## config.mk

```make
export PLATFORM = sky130hd
export DESIGN_NAME = inv_byte_sub_seq
export DESIGN_NICKNAME = d
export VERILOG_FILES = /design/src/rtl/inv_byte_sub_seq.sv
export SDC_FILE = /design/constraint.sdc
export NUM_CORES = 1
export LEC_CHECK = 0
export BUFFER_PORTS_ARGS = -buffer_cell sky130_fd_sc_hd__buf_2
export CORE_MARGIN = 4
export CORE_UTILIZATION = 35
export DETAILED_ROUTE_END_ITERATION = 10
export PLACE_DENSITY_LB_ADDON = 0.2
export SLEW_MARGIN = 10
export SYNTH_ARGS = -nofsm -noshare
export SYNTH_HDL_FRONTEND = slang
export SYNTH_SLANG_ARGS = --single-unit
```

## constraint.sdc

```tcl
create_clock -name clk -period 4.4 [get_ports clk]
set_input_delay 0.88 -clock clk [delete_from_list [all_inputs] [get_ports clk]]
set_output_delay 0.88 -clock clk [all_outputs]
set_load 0.02 [all_outputs]
```

## src/rtl/inv_byte_sub_seq.sv

```systemverilog
// Sequential AES inverse SubBytes: accepts a 128-bit state, pushes it through
// the FIPS-197 inverse S-box LANES bytes per cycle (most-significant word
// first), then holds the result under a valid/ready handshake.
module inv_byte_sub_seq #(
    parameter int LANES = 4
) (
    input  logic         clk,
    input  logic         rst_n,
    input  logic         in_valid,
    output logic         in_ready,
    input  logic [127:0] in_data,
    output logic         out_valid,
    input  logic         out_ready,
    output logic [127:0] out_data,
    output logic         busy
);

    if (!(LANES == 4 || LANES == 16)) begin : g_bad_lanes
        $error("inv_byte_sub_seq: LANES must be 4 or 16");
    end

    localparam int         NW       = 16 / LANES;   // words per block
    localparam int         LW       = LANES * 8;    // word width in bits
    localparam logic [1:0] LAST_CNT = 2'(NW - 1);

    localparam logic [7:0] INV_SBOX [256] = '{
        8'h52, 8'h09, 8'h6a, 8'hd5, 8'h30, 8'h36, 8'ha5, 8'h38, 8'hbf, 8'h40, 8'ha3, 8'h9e, 8'h81, 8'hf3, 8'hd7, 8'hfb,
        8'h7c, 8'he3, 8'h39, 8'h82, 8'h9b, 8'h2f, 8'hff, 8'h87, 8'h34, 8'h8e, 8'h43, 8'h44, 8'hc4, 8'hde, 8'he9, 8'hcb,
        8'h54, 8'h7b, 8'h94, 8'h32, 8'ha6, 8'hc2, 8'h23, 8'h3d, 8'hee, 8'h4c, 8'h95, 8'h0b, 8'h42, 8'hfa, 8'hc3, 8'h4e,
        8'h08, 8'h2e, 8'ha1, 8'h66, 8'h28, 8'hd9, 8'h24, 8'hb2, 8'h76, 8'h5b, 8'ha2, 8'h49, 8'h6d, 8'h8b, 8'hd1, 8'h25,
        8'h72, 8'hf8, 8'hf6, 8'h64, 8'h86, 8'h68, 8'h98, 8'h16, 8'hd4, 8'ha4, 8'h5c, 8'hcc, 8'h5d, 8'h65, 8'hb6, 8'h92,
        8'h6c, 8'h70, 8'h48, 8'h50, 8'hfd, 8'hed, 8'hb9, 8'hda, 8'h5e, 8'h15, 8'h46, 8'h57, 8'ha7, 8'h8d, 8'h9d, 8'h84,
        8'h90, 8'hd8, 8'hab, 8'h00, 8'h8c, 8'hbc, 8'hd3, 8'h0a, 8'hf7, 8'he4, 8'h58, 8'h05, 8'hb8, 8'hb3, 8'h45, 8'h06,
        8'hd0, 8'h2c, 8'h1e, 8'h8f, 8'hca, 8'h3f, 8'h0f, 8'h02, 8'hc1, 8'haf, 8'hbd, 8'h03, 8'h01, 8'h13, 8'h8a, 8'h6b,
        8'h3a, 8'h91, 8'h11, 8'h41, 8'h4f, 8'h67, 8'hdc, 8'hea, 8'h97, 8'hf2, 8'hcf, 8'hce, 8'hf0, 8'hb4, 8'he6, 8'h73,
        8'h96, 8'hac, 8'h74, 8'h22, 8'he7, 8'had, 8'h35, 8'h85, 8'he2, 8'hf9, 8'h37, 8'he8, 8'h1c, 8'h75, 8'hdf, 8'h6e,
        8'h47, 8'hf1, 8'h1a, 8'h71, 8'h1d, 8'h29, 8'hc5, 8'h89, 8'h6f, 8'hb7, 8'h62, 8'h0e, 8'haa, 8'h18, 8'hbe, 8'h1b,
        8'hfc, 8'h56, 8'h3e, 8'h4b, 8'hc6, 8'hd2, 8'h79, 8'h20, 8'h9a, 8'hdb, 8'hc0, 8'hfe, 8'h78, 8'hcd, 8'h5a, 8'hf4,
        8'h1f, 8'hdd, 8'ha8, 8'h33, 8'h88, 8'h07, 8'hc7, 8'h31, 8'hb1, 8'h12, 8'h10, 8'h59, 8'h27, 8'h80, 8'hec, 8'h5f,
        8'h60, 8'h51, 8'h7f, 8'ha9, 8'h19, 8'hb5, 8'h4a, 8'h0d, 8'h2d, 8'he5, 8'h7a, 8'h9f, 8'h93, 8'hc9, 8'h9c, 8'hef,
        8'ha0, 8'he0, 8'h3b, 8'h4d, 8'hae, 8'h2a, 8'hf5, 8'hb0, 8'hc8, 8'heb, 8'hbb, 8'h3c, 8'h83, 8'h53, 8'h99, 8'h61,
        8'h17, 8'h2b, 8'h04, 8'h7e, 8'hba, 8'h77, 8'hd6, 8'h26, 8'he1, 8'h69, 8'h14, 8'h63, 8'h55, 8'h21, 8'h0c, 8'h7d
    };

    typedef enum logic [1:0] {
        IDLE = 2'd0,
        SUB  = 2'd1,
        HOLD = 2'd2
    } state_t;

    state_t         r_state, w_state_nxt;
    logic [127:0]   r_work,  w_work_nxt;
    logic [1:0]     r_cnt,   w_cnt_nxt;
    logic           r_out_valid, w_out_valid_nxt;
    logic [6:0]     w_base;
    logic [LW-1:0]  w_sel;
    logic [LW-1:0]  w_sub;

    // Word currently being substituted; word 0 sits at the top of the state.
    assign w_base = 7'((NW - 1 - int'(r_cnt)) * LW);
    assign w_sel  = r_work[w_base +: LW];

    for (genvar g = 0; g < LANES; g++) begin : g_lane
        assign w_sub[g*8 +: 8] = INV_SBOX[w_sel[g*8 +: 8]];
    end

    assign out_data  = r_work;
    assign out_valid = r_out_valid;

    // State and datapath registers; everything clears on reset so outputs read 0.
    always_ff @(posedge clk or negedge rst_n) begin
        if (!rst_n) begin
            // NOTE: the working register is reset too, because out_data is
            // sourced from it and must read zero (not X) straight out of reset.
            r_state     <= IDLE;
            r_work      <= '0;
            r_cnt       <= '0;
            r_out_valid <= 1'b0;
        end else begin
            // NOTE: non-blocking assignments so every register samples the
            // pre-edge values, independent of statement order.
            r_state     <= w_state_nxt;
            r_work      <= w_work_nxt;
            r_cnt       <= w_cnt_nxt;
            r_out_valid <= w_out_valid_nxt;
        end
    end

    // Next-state, datapath update and handshake outputs.
    always_comb begin
        // NOTE: every output of this block gets a default first so no path
        // leaves a variable unassigned and infers a latch.
        w_state_nxt     = r_state;
        w_work_nxt      = r_work;
        w_cnt_nxt       = r_cnt;
        w_out_valid_nxt = r_out_valid;
        in_ready        = 1'b0;
        busy            = 1'b0;

        unique case (r_state)
            IDLE: begin
                in_ready = 1'b1;
                if (in_valid) begin
                    w_work_nxt  = in_data;
                    w_cnt_nxt   = '0;
                    w_state_nxt = SUB;
                end
            end
            SUB: begin
                busy                       = 1'b1;
                w_work_nxt[w_base +: LW]   = w_sub;
                if (r_cnt == LAST_CNT) begin
                    w_cnt_nxt       = '0;
                    w_state_nxt     = HOLD;
                    w_out_valid_nxt = 1'b1;
                end else begin
                    w_cnt_nxt = r_cnt + 2'd1;
                end
            end
            HOLD: begin
                in_ready = out_ready;
                if (out_ready) begin
                    w_out_valid_nxt = 1'b0;
                    if (in_valid) begin
                        w_work_nxt  = in_data;
                        w_cnt_nxt   = '0;
                        w_state_nxt = SUB;
                    end else begin
                        w_state_nxt = IDLE;
                    end
                end
            end
            default: begin
                w_state_nxt     = IDLE;
                w_out_valid_nxt = 1'b0;
            end
        endcase
    end

endmodule

```

---- After elaboration in Yosys (flattened, before gate mapping) ----
Memories as Yosys holds them, arrays and structs flattened.
Index checks and enable logic that the tools add are counted.
storage, ports and cells
  flip-flop bits (word level) ............. 133
  latch bits .............................. 0
  input port bits ......................... 132
  memories kept ........................... 4
  output and inout port bits .............. 131
  logic and storage cells ................. 60
  RAM bits ................................ 0
  memory bits (read-only) ................. 8192
memories
  name             words  width  rd ports  clocked after Yosys merged registers in  wr ports  RTL line  RTL
  (no name shown)  256    8      1         0                                        0         64        assign w_sub[g*8 +: 8] = INV_SBOX[w_sel[g*8 +: 8]];
  (no name shown)  256    8      1         0                                        0         64
  (no name shown)  256    8      1         0                                        0         64
  (no name shown)  256    8      1         0                                        0         64
cells by class
  bitwise logic cells ..................... 5
  divide/modulo/power cells ............... 0
  eq/ne operators ......................... 6
  shifts and indexed selects .............. 3
  multipliers ............................. 0
  mux-type cells .......................... 26
  reduce and logical (&&, ||, !) cells .... 5
  add/subtract/negate cells ............... 3
  $lt $le $gt $ge ......................... 4
operators by type and width
  kind                        number
  $pmux W128 S3               1
  $mux W128                   2
  $bwmux W128                 1
  $shift A32 B9 Y128 const A  1
  $shiftx A128 B8 Y32         1
  $shiftx A32 B9 Y128         1
  $mux W8                     8
  $ge A9 B9 Y1 const B        4
  $not A8 Y9                  4
  $mux W2                     6
  $pmux W2 S3                 2
  $neg A7 Y9                  1
  $ne A2 B2 Y1 const B        3
  $reduce_and A3 Y1           2
  $eq A2 B2 Y1 const B        2
  $mux W1                     4
  $pmux W1 S3                 1
  $reduce_bool A3 Y1          1
  $add A2 B1 Y2 const B       1
  $eq A2 B1 Y1 const B        1
  $logic_not A2 Y1            1
  $pmux W1 S2                 1
  $reduce_and A2 Y1           1
  $sub A2 B2 Y2 const A       1
  $not A1 Y1                  1

---- Longest topological paths before layout ----
  word-level depth ........................ 9
  depth in mapped cells ................... 17
  mapped depth without buffers ............ 12

---- Worst setup path after synthesis ----
Ideal clock, no wire load.
  path kind ............................... flip-flop to flip-flop
  start ................................... register r_cnt[0]
  end ..................................... register r_work[10], in the netlist out_data[10]
  path buffers ............................ 5
  slack ................................... 0.586 ns
  stages on the path, launching flop included .. 17
  data required time ...................... 4.273 ns
  data arrival time ....................... 3.687 ns
  cell sequence ........................... dfrtp_1 > buf_6 > buf_6 > mux4_2 > buf_2 > buf_2 > inv_1 > ha_1 > clkbuf_1 > inv_1 > mux4_2 > nand2_1 > o31ai_1 > a311oi_1 > a211oi_2 > a221oi_1 > nor2_1
between the ends
  word-level cells in the longest chain between the ends .. 9
RTL lines
  what                                        RTL line  RTL
  start: declaration                          53        logic [1:0] r_cnt, w_cnt_nxt;
  start signal: assignment                    84        r_cnt <= w_cnt_nxt;
  $sub A2 B2 Y2 (*)                           60        assign w_base = 7'((NW - 1 - int'(r_cnt)) * LW);
  $shiftx A128 B8 Y32                         61        assign w_sel = r_work[w_base +: LW];
  $not A8 Y9 (implied by the code)            64
  $mem_v2 Z256 W8                             -
  $mux W8 (implied by the code) (2 in a row)  64
  $shiftx A32 B9 Y128                         111       w_work_nxt[w_base +: LW] = w_sub;
  $bwmux W128 (*)                             111
  $pmux W128 S3 (*)                           100       unique case (r_state)
  end signal: assignment                      83        r_work <= w_work_nxt;
  end: declaration                            52        logic [127:0] r_work, w_work_nxt;
Every way passes the cells marked *; elsewhere a longest branch is shown, timed or not. The select of a mux whose other input is x is not followed.
A chain may end at the register's enable or synchronous reset.

---- Worst setup path after layout ----
  start ................................... register r_cnt[0]
  end ..................................... register r_work[14], in the netlist out_data[14]
Same word-level chain as after synthesis.

==> metrics.yaml <==
timing.clock.skew_ns: 0.0161
drtPass1Iterations: 7
floorplan.die.height_um: 253
finalWeightedCongestion: 1.10
io_buffers: 262
clkTransAtPathRegs_ns: 0.07
critical_path_start: "r_cnt[0]"
cts.hold.buffers_added: 0
relSlewSlack_pct: 18.6
syn_nets: 3060
fp.dieArea_mm2: 0.0642
post-route-period-util_pct: 97.4
setup_tns_ns: 0
dp.final_hpwl_um: 87600
globalRouteTotalUtil_pct: 36.3
wire_per_inst_um: 31.9
required_time_at_the_worst_slack_endpoint_ns: 4.82
final_net_count: 3241
floorplan.initialDensity_pct: 35.5
grt_remaining_overflow: 0
synth_cell_types: 100
placement_rows: 89
post_synth_instance_area_mm2: 0.0211
areaGrowthSynthToFinish_pct: 15.9
ys_ff_latch: 133
grt_pass1_vias: 26233
async_reset_ff_share_pct: 100
tritoncts: "done"
grt_setup_unrepaired: "false"
slew_viols_final: 0
yosysWarningCount: 0
detailroute.via_count: 27430
cp.depth: 12
max_freq_mhz: 233
sequential_cell_area_mm2: 0.00334
timing.critical_path.buf_inv: 3
arrival_ns: 4.71
cts_max_level: 4
setup.worst_path.start_class: "flip-flop"
postCtsResizedCells: 0
critical-path-top-delay-family: "compound AO/OA/AOI/OAI gates"
die_x_um: 253
worstSetupPathType: "flip-flop to flip-flop"
timing.max_cap.violations: 0
cts.sinks: 133
crit_end: "out_data[14]"
syn_avg_cell_area_um2: 7.41
boundaryPins: 263
antenna_found_initial: 13
crit_path_time_final_ns: 4.29
reg2reg_setup_slack_ns: 0.11
postCtsSetupBuffers: 0
cts_root_buffer: "clkbuf_16"
max-clock-path-buffers: 2
synth_edf_count: 0
worst_skew_pair.late_latency_ns: 0.49
status: "finished, final reports clean"
drt_iter0_markers: 4465
multi_input_area_mm2: 0.0160
grt_pass1_wl_um: 178000
timing.critical_path.slowest_cell_delay_ns: 0.67
finalHoldViolations: 0
post_route_cells_drive_above_1_share_pct: 22.0
grt_start_max_net_pins: 85
drcViolationCount: 0
class_of_the_worst_hold_path: "input pin to asynchronous set/reset pin"
synth-main-ff-cell: "dfrtp_1"
critPathCaptureType: "flip-flop"
tritoncts.num_buffers: 17
crit_chain: "buf_12, mux4_2, buf_4, ha_1, inv_1, nor2_1, nor3_1, o21ai_0, o21ai_0, a32oi_1, a221oi_1, nor2_1"
r2r_cells: 12
synthCells: 2844
worst_path_max_delay_cell: "dfrtp_4"
path_max_fanout: 23
fp.coreArea_mm2: 0.0594
postRouteAntennaNets: 0
synth.yosys.seq_area_share_pct: 15.8
drt-total-wl_um: 122000
worst-slew-pin-transition_ns: 1.22
setup_violations: 0
via_per_inst: 7.19
n_fill_cell: 6177
worstReg2RegEnd: "out_data[14]"
worstReg2RegStart: "r_cnt[0]"
## Yosys cell counts, types with 58 or more instances
library cell  count  area, µm²
o211ai_1        106        796
o21ai_0         192        961
nor3_1           70        350
nor2_1          223        837
and3_1           78        488
nand2_1         219        822
clkbuf_1        164        616
a21oi_1         210       1050
mux2i_1         109       1090
nand3_1          89        445
a211oi_1         61        458
nand2b_1         69        432
dfrtp_1         133       3330
buf_2           118        591
a221oi_1         58        508
ha_1             84       1050
## stage by stage
| stage | std cells | setup slack, ns | utilization (%) | hold WS (ns) | cell area (µm²) |
|---|---|---|---|---|---|
| 6_report | 3815 | 0.114 | 41.1 | 0.413 | 24400 |
| 5_1_grt | 3813 | 0.00459 | 41.1 | 0.479 | 24400 |
| 4_1_cts | 3809 | 0.234 | 41.1 | 0.452 | 24400 |
| 3_5_place_dp | 3779 | 0.240 | 40.2 | 0.494 | 23800 |
| 3_3_place_gp | 3779 | 0.240 | 40.2 | 0.486 | 23800 |
| 2_1_floorplan | 2844 | 0.586 | - | 0.494 | 21100 |
## layout by cell type, fill, tap and decap left out, types with 15 or more instances in the layout
cell type,count
and3_1,78
nor2_1,223
mux2_2,29
o221ai_1,32
a211oi_1,61
a221o_1,22
a21oi_1,209
nand2_1,219
nor3_1,70
a2111oi_0,18
buf_4,227
dfrtp_1,131
o21a_1,15
or2_2,21
inv_1,39
a221oi_1,58
a21o_1,17
nand3_1,89
ha_1,84
o211ai_1,106
a22oi_1,28
mux2i_1,108
nor2b_1,29
mux4_2,29
buf_2,261
a311oi_1,48
buf_12,18
a31oi_1,49
o22ai_1,37
o2111ai_1,17
clkbuf_16,17
nand2b_1,68
o31ai_1,28
o21ai_0,191
a311o_1,21
o311ai_0,41
and2_1,23
## cell type report
class                   instances  area share [%]
diodes                          6          0.0615
clock buffers                  19            1.86
clock inverters                11           0.420
inverters                      45           0.697
multi-input cells            2321            65.5
flip-flops and latches        133            13.7
well taps                     773            3.96
repair buffers                507            13.9
## how the worst min path moves through the flow
stage,start,endpoint,slack (ns),cells past startpoint
floorplan,r_state[1],r_state[0],0.49,1
global placement,out_data[114],out_data[114],0.49,2
detailed placement,out_data[114],out_data[114],0.49,2
CTS,rst_n,out_data[21],0.45,1
global route,rst_n,out_data[21],0.48,1
finish,rst_n,out_data[21],0.41,1
## cells by family after synthesis
| logic type | after synthesis | synth area share (%) |
|---|---|---|
| simple gates | 908 | 21.1 |
| flops | 133 | 15.8 |
| xor+xnor | 12 | 0.570 |
| fa+ha+maj | 84 | 4.99 |
| buf+inv | 390 | 8.78 |
| compound gates | 1145 | 38.4 |
| mux | 172 | 10.3 |
## per-layer routing
| layer | track usage, % | vias to the layer above | wire length [µm] |
|---|---|---|---|
| li1 | - | 11388 | - |
| met4 | 18.8 | 8 | 8020 |
| met2 | 54.1 | 2423 | 51200 |
| met5 | 0 | - | 50 |
| met3 | 9.47 | 561 | 15400 |
| met1 | 48.4 | 13050 | 46900 |
## worst register-to-register path, cell delays in order (launching register included)
cell,delay [ns]
dfrtp_4,0.67
buf_12,0.25
mux4_2,0.45
buf_4,0.26
ha_1,0.33
inv_1,0.17
nor2_1,0.62
nor3_1,0.13
o21ai_0,0.40
o21ai_0,0.15
a32oi_1,0.50
a221oi_1,0.15
nor2_1,0.14
## sequential cells by signal (all words and copies together), names as in the netlist
name       flops
r_cnt          2
out_data     128
r_state        2
out_valid      1
Power is left out: the tool's default activity adds up to more than one toggle a clock period on the data nets, which glitch-free logic cannot reach.
